[src/rtl/id_ex_stage_reg.sv]
// ID->EX pipeline register with a one-entry skid buffer so the upstream ready is a
// pure flop; a synchronous flush turns the stage into a bubble.
module id_ex_stage_reg (
  input  logic        clk,
  input  logic        rst_n,
  input  logic        flush_i,
  input  logic        id_valid_i,
  output logic        id_ready_o,
  input  logic [31:0] inst_i,
  input  logic [31:0] op1_i,
  input  logic [31:0] op2_i,
  input  logic        reg_we_i,
  input  logic [4:0]  reg_waddr_i,
  output logic        ex_valid_o,
  input  logic        ex_ready_i,
  output logic [31:0] inst_o,
  output logic [31:0] op1_o,
  output logic [31:0] op2_o,
  output logic        reg_we_o,
  output logic [4:0]  reg_waddr_o
);

  typedef enum logic [1:0] {
    EMPTY = 2'd0,
    ONE   = 2'd1,
    TWO   = 2'd2
  } state_t;

  state_t      state_q, state_d;
  logic        ready_q;
  logic        push, pop;
  logic        load_main_in, load_main_skid, load_skid;

  logic [31:0] main_inst, main_op1, main_op2;
  logic        main_we;
  logic [4:0]  main_waddr;
  logic [31:0] skid_inst, skid_op1, skid_op2;
  logic        skid_we;
  logic [4:0]  skid_waddr;

  assign ex_valid_o = (state_q != EMPTY);
  assign id_ready_o = ready_q;
  assign push       = id_valid_i & ready_q;
  assign pop        = ex_valid_o & ex_ready_i;

  always_comb begin
    state_d        = state_q;
    load_main_in   = 1'b0;
    load_main_skid = 1'b0;
    load_skid      = 1'b0;
    if (flush_i) begin
      state_d = EMPTY;
    end else begin
      case (state_q)
        EMPTY: begin
          if (push) begin
            state_d      = ONE;
            load_main_in = 1'b1;
          end
        end
        ONE: begin
          if (push && pop) begin
            load_main_in = 1'b1;
          end else if (push) begin
            state_d   = TWO;
            load_skid = 1'b1;
          end else if (pop) begin
            state_d = EMPTY;
          end
        end
        TWO: begin
          if (pop) begin
            state_d        = ONE;
            load_main_skid = 1'b1;
          end
        end
        default: state_d = EMPTY;
      endcase
    end
  end

  // Ready is registered from the next state so it never depends on ex_ready_i combinationally.
  always_ff @(posedge clk or negedge rst_n) begin
    if (!rst_n) begin
      state_q <= EMPTY;
      ready_q <= 1'b1;
    end else begin
      state_q <= state_d;
      ready_q <= (state_d != TWO);
    end
  end

  always_ff @(posedge clk or negedge rst_n) begin
    if (!rst_n) begin
      main_inst  <= '0;
      main_op1   <= '0;
      main_op2   <= '0;
      main_we    <= 1'b0;
      main_waddr <= '0;
    end else if (load_main_in) begin
      main_inst  <= inst_i;
      main_op1   <= op1_i;
      main_op2   <= op2_i;
      main_we    <= reg_we_i;
      main_waddr <= reg_waddr_i;
    end else if (load_main_skid) begin
      main_inst  <= skid_inst;
      main_op1   <= skid_op1;
      main_op2   <= skid_op2;
      main_we    <= skid_we;
      main_waddr <= skid_waddr;
    end
  end

  always_ff @(posedge clk or negedge rst_n) begin
    if (!rst_n) begin
      skid_inst  <= '0;
      skid_op1   <= '0;
      skid_op2   <= '0;
      skid_we    <= 1'b0;
      skid_waddr <= '0;
    end else if (load_skid) begin
      skid_inst  <= inst_i;
      skid_op1   <= op1_i;
      skid_op2   <= op2_i;
      skid_we    <= reg_we_i;
      skid_waddr <= reg_waddr_i;
    end
  end

  // A bubble must never write the register file, even though main keeps stale data.
  assign reg_we_o    = main_we & ex_valid_o;
  assign inst_o      = main_inst;
  assign op1_o       = main_op1;
  assign op2_o       = main_op2;
  assign reg_waddr_o = main_waddr;

endmodule

[config.mk]
export PLATFORM = sky130hd
export DESIGN_NAME = id_ex_stage_reg
export DESIGN_NICKNAME = d
export VERILOG_FILES = /design/src/rtl/id_ex_stage_reg.sv
export SDC_FILE = /design/constraint.sdc
export NUM_CORES = 1
export LEC_CHECK = 0
export ABC_CLOCK_PERIOD_IN_PS = 1980
export CORE_MARGIN = 4
export CORE_UTILIZATION = 30
export DETAILED_ROUTE_END_ITERATION = 8
export SYNTH_ARGS = -nofsm -noshare
export SYNTH_HDL_FRONTEND = slang
export SYNTH_SLANG_ARGS = --single-unit
[constraint.sdc]
create_clock -name clk -period 1.98 [get_ports clk]
set_clock_uncertainty 0.15 [all_clocks]
set_input_delay 0.396 -clock clk [delete_from_list [all_inputs] [get_ports clk]]
set_output_delay 0.396 -clock clk [all_outputs]
set_load 0.05 [all_outputs]
==> metrics.log <==
[metrics] result of the run: complete, but fails checks
[metrics] violated checks: negative setup slack
[metrics] clock transition at the register clock pins on the worst setup and hold paths after CTS: about 0.060 ns
[metrics] global-route track usage on met3: 3.88%
[metrics] maxcap violations: 0
[metrics] HPWL after detailed placement: around 15000 um
[metrics] VDD IR max: roughly 510 uV
[metrics] reported net switching power: roughly 0.0045 W
[metrics] sequential element share of the synthesized area: between 60% and 70%
[metrics] leakage power: around 6 nW
[metrics] per-instance average area after synthesis: 12.7 um^2
[metrics] setup repair after global routing missed its margin: true
[metrics] global routing usage summed across all routing layers: between 10% and 20%
[metrics] switching share of total power: between 30% and 40%
[metrics] EDFF count, synth: 0
[metrics] worst r2r dst: skid_waddr[3]$_DFFE_PN0P_
[metrics] total standard cell area after synthesis: about 8600 um^2
[metrics] vias per std cell: 4.59
[metrics] power share of the clock group: around 32%
[metrics] worst-case clock buffer depth: 3
[metrics] list of most frequent post-synthesis cells: sky130_fd_sc_hd__dfrtp_1 (206), sky130_fd_sc_hd__nand2_1 (204), sky130_fd_sc_hd__a22oi_1 (100)
[metrics] Vert. Die Dim: 177 um
[metrics] routing usage on met2: around a fifth
[metrics] Power Dens Cells: around 1200 nW/um^2
[metrics] filler cell count: 2663
[metrics] nature of the critical path startpoint: flip-flop
[metrics] DRC violations left: 0
[metrics] share of the clock period used by the worst path: 102%
[metrics] routed wire length per instance: 16.8 um
[metrics] max-slew violation count: 0
[metrics] Final Hold Viols: 0
[metrics] top_reg_cell synth: sky130_fd_sc_hd__dfrtp_1
[metrics] Final Setup Violations: 1
[metrics] largest net degree at the start of global routing: between 60 and 70
[metrics] die extent in x: 177 um
[metrics] largest area contributor in the synthesized netlist: sky130_fd_sc_hd__dfrtp_1
[metrics] Iter 0 DRT Violations: between 300 and 400
[metrics] share of total power in sequential cells: 40.7%
[metrics] number of iterations in the first detailed-routing pass: 7
[metrics] wire length of the first global-routing pass: 34800 um
[metrics] Req. time, crit path: ~1.4 ns
[metrics] number of antenna violations at the first check in global routing: 0
[metrics] num rows: just over 60
[metrics] core region area: 28000 um^2
[metrics] die area: between 30000 and 40000 um^2
[metrics] most numerous cell in the Yosys netlist: sky130_fd_sc_hd__dfrtp_1
[metrics] global routing's busiest layer: met2
[metrics] Initial Utilization: 30.7%
[metrics] Area contributors post-synth: sky130_fd_sc_hd__dfrtp_1 (60%), sky130_fd_sc_hd__mux2_4 (12%), sky130_fd_sc_hd__nand2_1 (8.9%)
[metrics] GR Util met1: between 15 and 20%
[metrics] Buffers on Ports: 210
[metrics] worst setup path startpoint: state_q[1]$_DFF_PN0_
[metrics] via count of the first global-routing pass: ~6400
[metrics] share of post-route cells with drive strength above 1: approximately a third
[metrics] area growth from synthesis to layout: 39.9%
[metrics] arrival time worst endpoint: around 1.5 ns
[metrics] post-synthesis net count: approximately 790
[metrics] critical path start-end classification: flip-flop to output pin
[metrics] worst-path fanout max: 2
[metrics] Overflow after GRT: 0
[metrics] reg-to-reg critical path startpoint: state_q[0]$_DFF_PN0_
[metrics] post-synthesis cell count: 678
[metrics] final antenna diode count: 0
[metrics] minimum clock period after layout: a little over 2 ns
[metrics] clk sinks: 207
[metrics] Yosys top cell area share: between 50 and 60%
[metrics] number of buffers added by the clock tree synthesis step: 23
[metrics] Highest Clock Rate: just under 500 MHz
[metrics] count of warnings emitted by yosys: 0
[metrics] number of distinct standard cells referenced by the synthesized netlist: 26
[metrics] clock tree from TritonCTS: built
[metrics] part of the total power dissipated in combinational logic: roughly 27%
[metrics] Internal Dissipation: between 0.009 and 0.01 W
[metrics] residual antenna-violating net count after detailed routing: 0
[metrics] number of cell instances on the worst register-to-register path: 5
[metrics] H-tree levels: 1
[metrics] headroom to the max-slew limit: 63.1%
[metrics] CTS root buffer: sky130_fd_sc_hd__clkbuf_16
[metrics] Layout Nets: a little over 1000
[metrics] type of the worst min-delay path: input pin to async pin
[metrics] Total Power Consumption: about 0.014 W
[metrics] clock insertion delay at the later pin of the skew report: between 0.5 and 0.6 ns
[metrics] total routed wirelength: about 22000 um
[metrics] crit end category: output pin
[metrics] async set-reset flop share out of synthesis: between 90% and 100%
[metrics] via count of the routed design: between 6000 and 7000
[metrics] Register-to-Register Setup Slack: 0.08 ns
[metrics] number of I/O pins: around 210
[metrics] core occupancy in the finished layout: a little over two fifths
[metrics] flip-flop and latch count after synthesis: roughly 210
[metrics] Worst Setup Slack, final: -0.0424 ns
[metrics] Worst Max-Slew Pin Slew: approximately 0.55 ns
[metrics] last weighted congestion value of the routability-driven placer: between 0.7 and 0.8
## cells by family (layout without fill, tap and decap cells)
kind of cell / Yosys count / in the layout / share of synthesized area [%]
buffers and inverters: 47 / 306 / 3.96
DFF: 207 / 207 / 60.3
and+or+nand+nor: 213 / 213 / 9.81
AOI/OAI and AO/OA: 106 / 106 / 9.27
muxes: 105 / 105 / 16.7
## worst max-delay path by stage
stage               cells after the start                    to  slack [ns]
finish                                  3              reg_we_o       -0.04
global route                            3              reg_we_o       -0.08
CTS                                     3              reg_we_o       -0.07
detailed placement                      7  op2_o[1]$_DFFE_PN0P_       -0.35
global placement                        7  op2_o[1]$_DFFE_PN0P_       -0.33
floorplan                               6  op1_o[0]$_DFFE_PN0P_        0.07
## sequential cells by signal, indices dropped and copies added (netlist names), 2 cells and up
| signal | count |
|---|---|
| op1_o | 32 |
| op2_o | 32 |
| skid_op1 | 32 |
| reg_waddr_o | 5 |
| skid_inst | 32 |
| inst_o | 32 |
| skid_op2 | 32 |
| state_q | 2 |
| skid_waddr | 5 |
## routing by layer
layer | routed length (um) | vias up | part of all wire [%]
met1 | 10300 | 2953 | 46
li1 | - | 2838 | -
met3 | 1800 | 41 | 8.1
met5 | 0 | - | 0
met2 | 9440 | 202 | 43
met4 | 629 | 0 | 2.8
## through the flow
step / TNS (ns) / setup WS [ns] / area, um^2 / hold slack, ns / cells
finish: -0.0424 / -0.0424 / 12000 / 0.302 / 1315
CTS: -0.0692 / -0.0692 / 12000 / 0.296 / 1315
global route: -0.0846 / -0.0846 / 12000 / 0.344 / 1315
floorplan: 0 / 0.0682 / 8600 / -0.0496 / 678
detailed placement: -58.85 / -0.351 / 11200 / 0.279 / 1271
global placement: -53.76 / -0.327 / 11200 / 0.276 / 1271
## critical path, stage by stage, from the launching register on
cell and delay [ns]:
sky130_fd_sc_hd__dfrtp_2 0.41, sky130_fd_sc_hd__or2_4 0.25, sky130_fd_sc_hd__and2_4 0.17, sky130_fd_sc_hd__buf_6 0.15
## cells in the final DEF (no fill, tap or decap), drive strengths merged
master	synthesis	routed
inv	2	3
a41oi	1	1
dfrtp	206	206
clkinv	0	4
dfstp	1	1
nor2	2	2
nor4bb	1	1
o22a	1	1
or2	1	1
nand4	1	1
a22oi	100	100
bufinv	0	5
dlygate4sd3	0	1
nand2b	1	1
nand2	204	204
mux2	102	102
o41a	1	1
clkbuf	5	32
buf	40	156
and2b	1	1
o21a	1	1
mux2i	3	3
and2	1	1
nor4	1	1
clkdlybuf4s50	0	105
o21ai	2	2
## cell type report
class	count	area [um^2]	share of cell area [%]
Sequential cell	207	5180	43.1
Multi-Input combinational cell	424	3130	26.0
Timing Repair Buffer	263	2410	20.1
Clock buffer	31	646	5.37
Tap cell	378	473	3.93
Clock inverter	10	179	1.49
Inverter	2	7.51	0.0624
## repair_timing
| item | 4_1_cts | 5_1_grt |
|---|---|---|
| setup buffers | 2 | 0 |
| endpoints found under the hold margin | 52 | 0 |
| resized for setup | 5 | 0 |
| endpoints found under the setup margin | 2 | 1 |
| hold buffers | 1 | 0 |
## power by group through the flow
stage          clock, W  sequential, W  combinational (W)
6_report        0.00463        0.00587            0.00392
4_1_cts         0.00478        0.00586            0.00397
3_3_place_gp          0        0.00591            0.00388
2_1_floorplan         0        0.00713            0.00132
5_1_grt         0.00493        0.00599            0.00418
3_5_place_dp          0        0.00590            0.00395
Note: power is estimated with default switching activity, not from simulation.
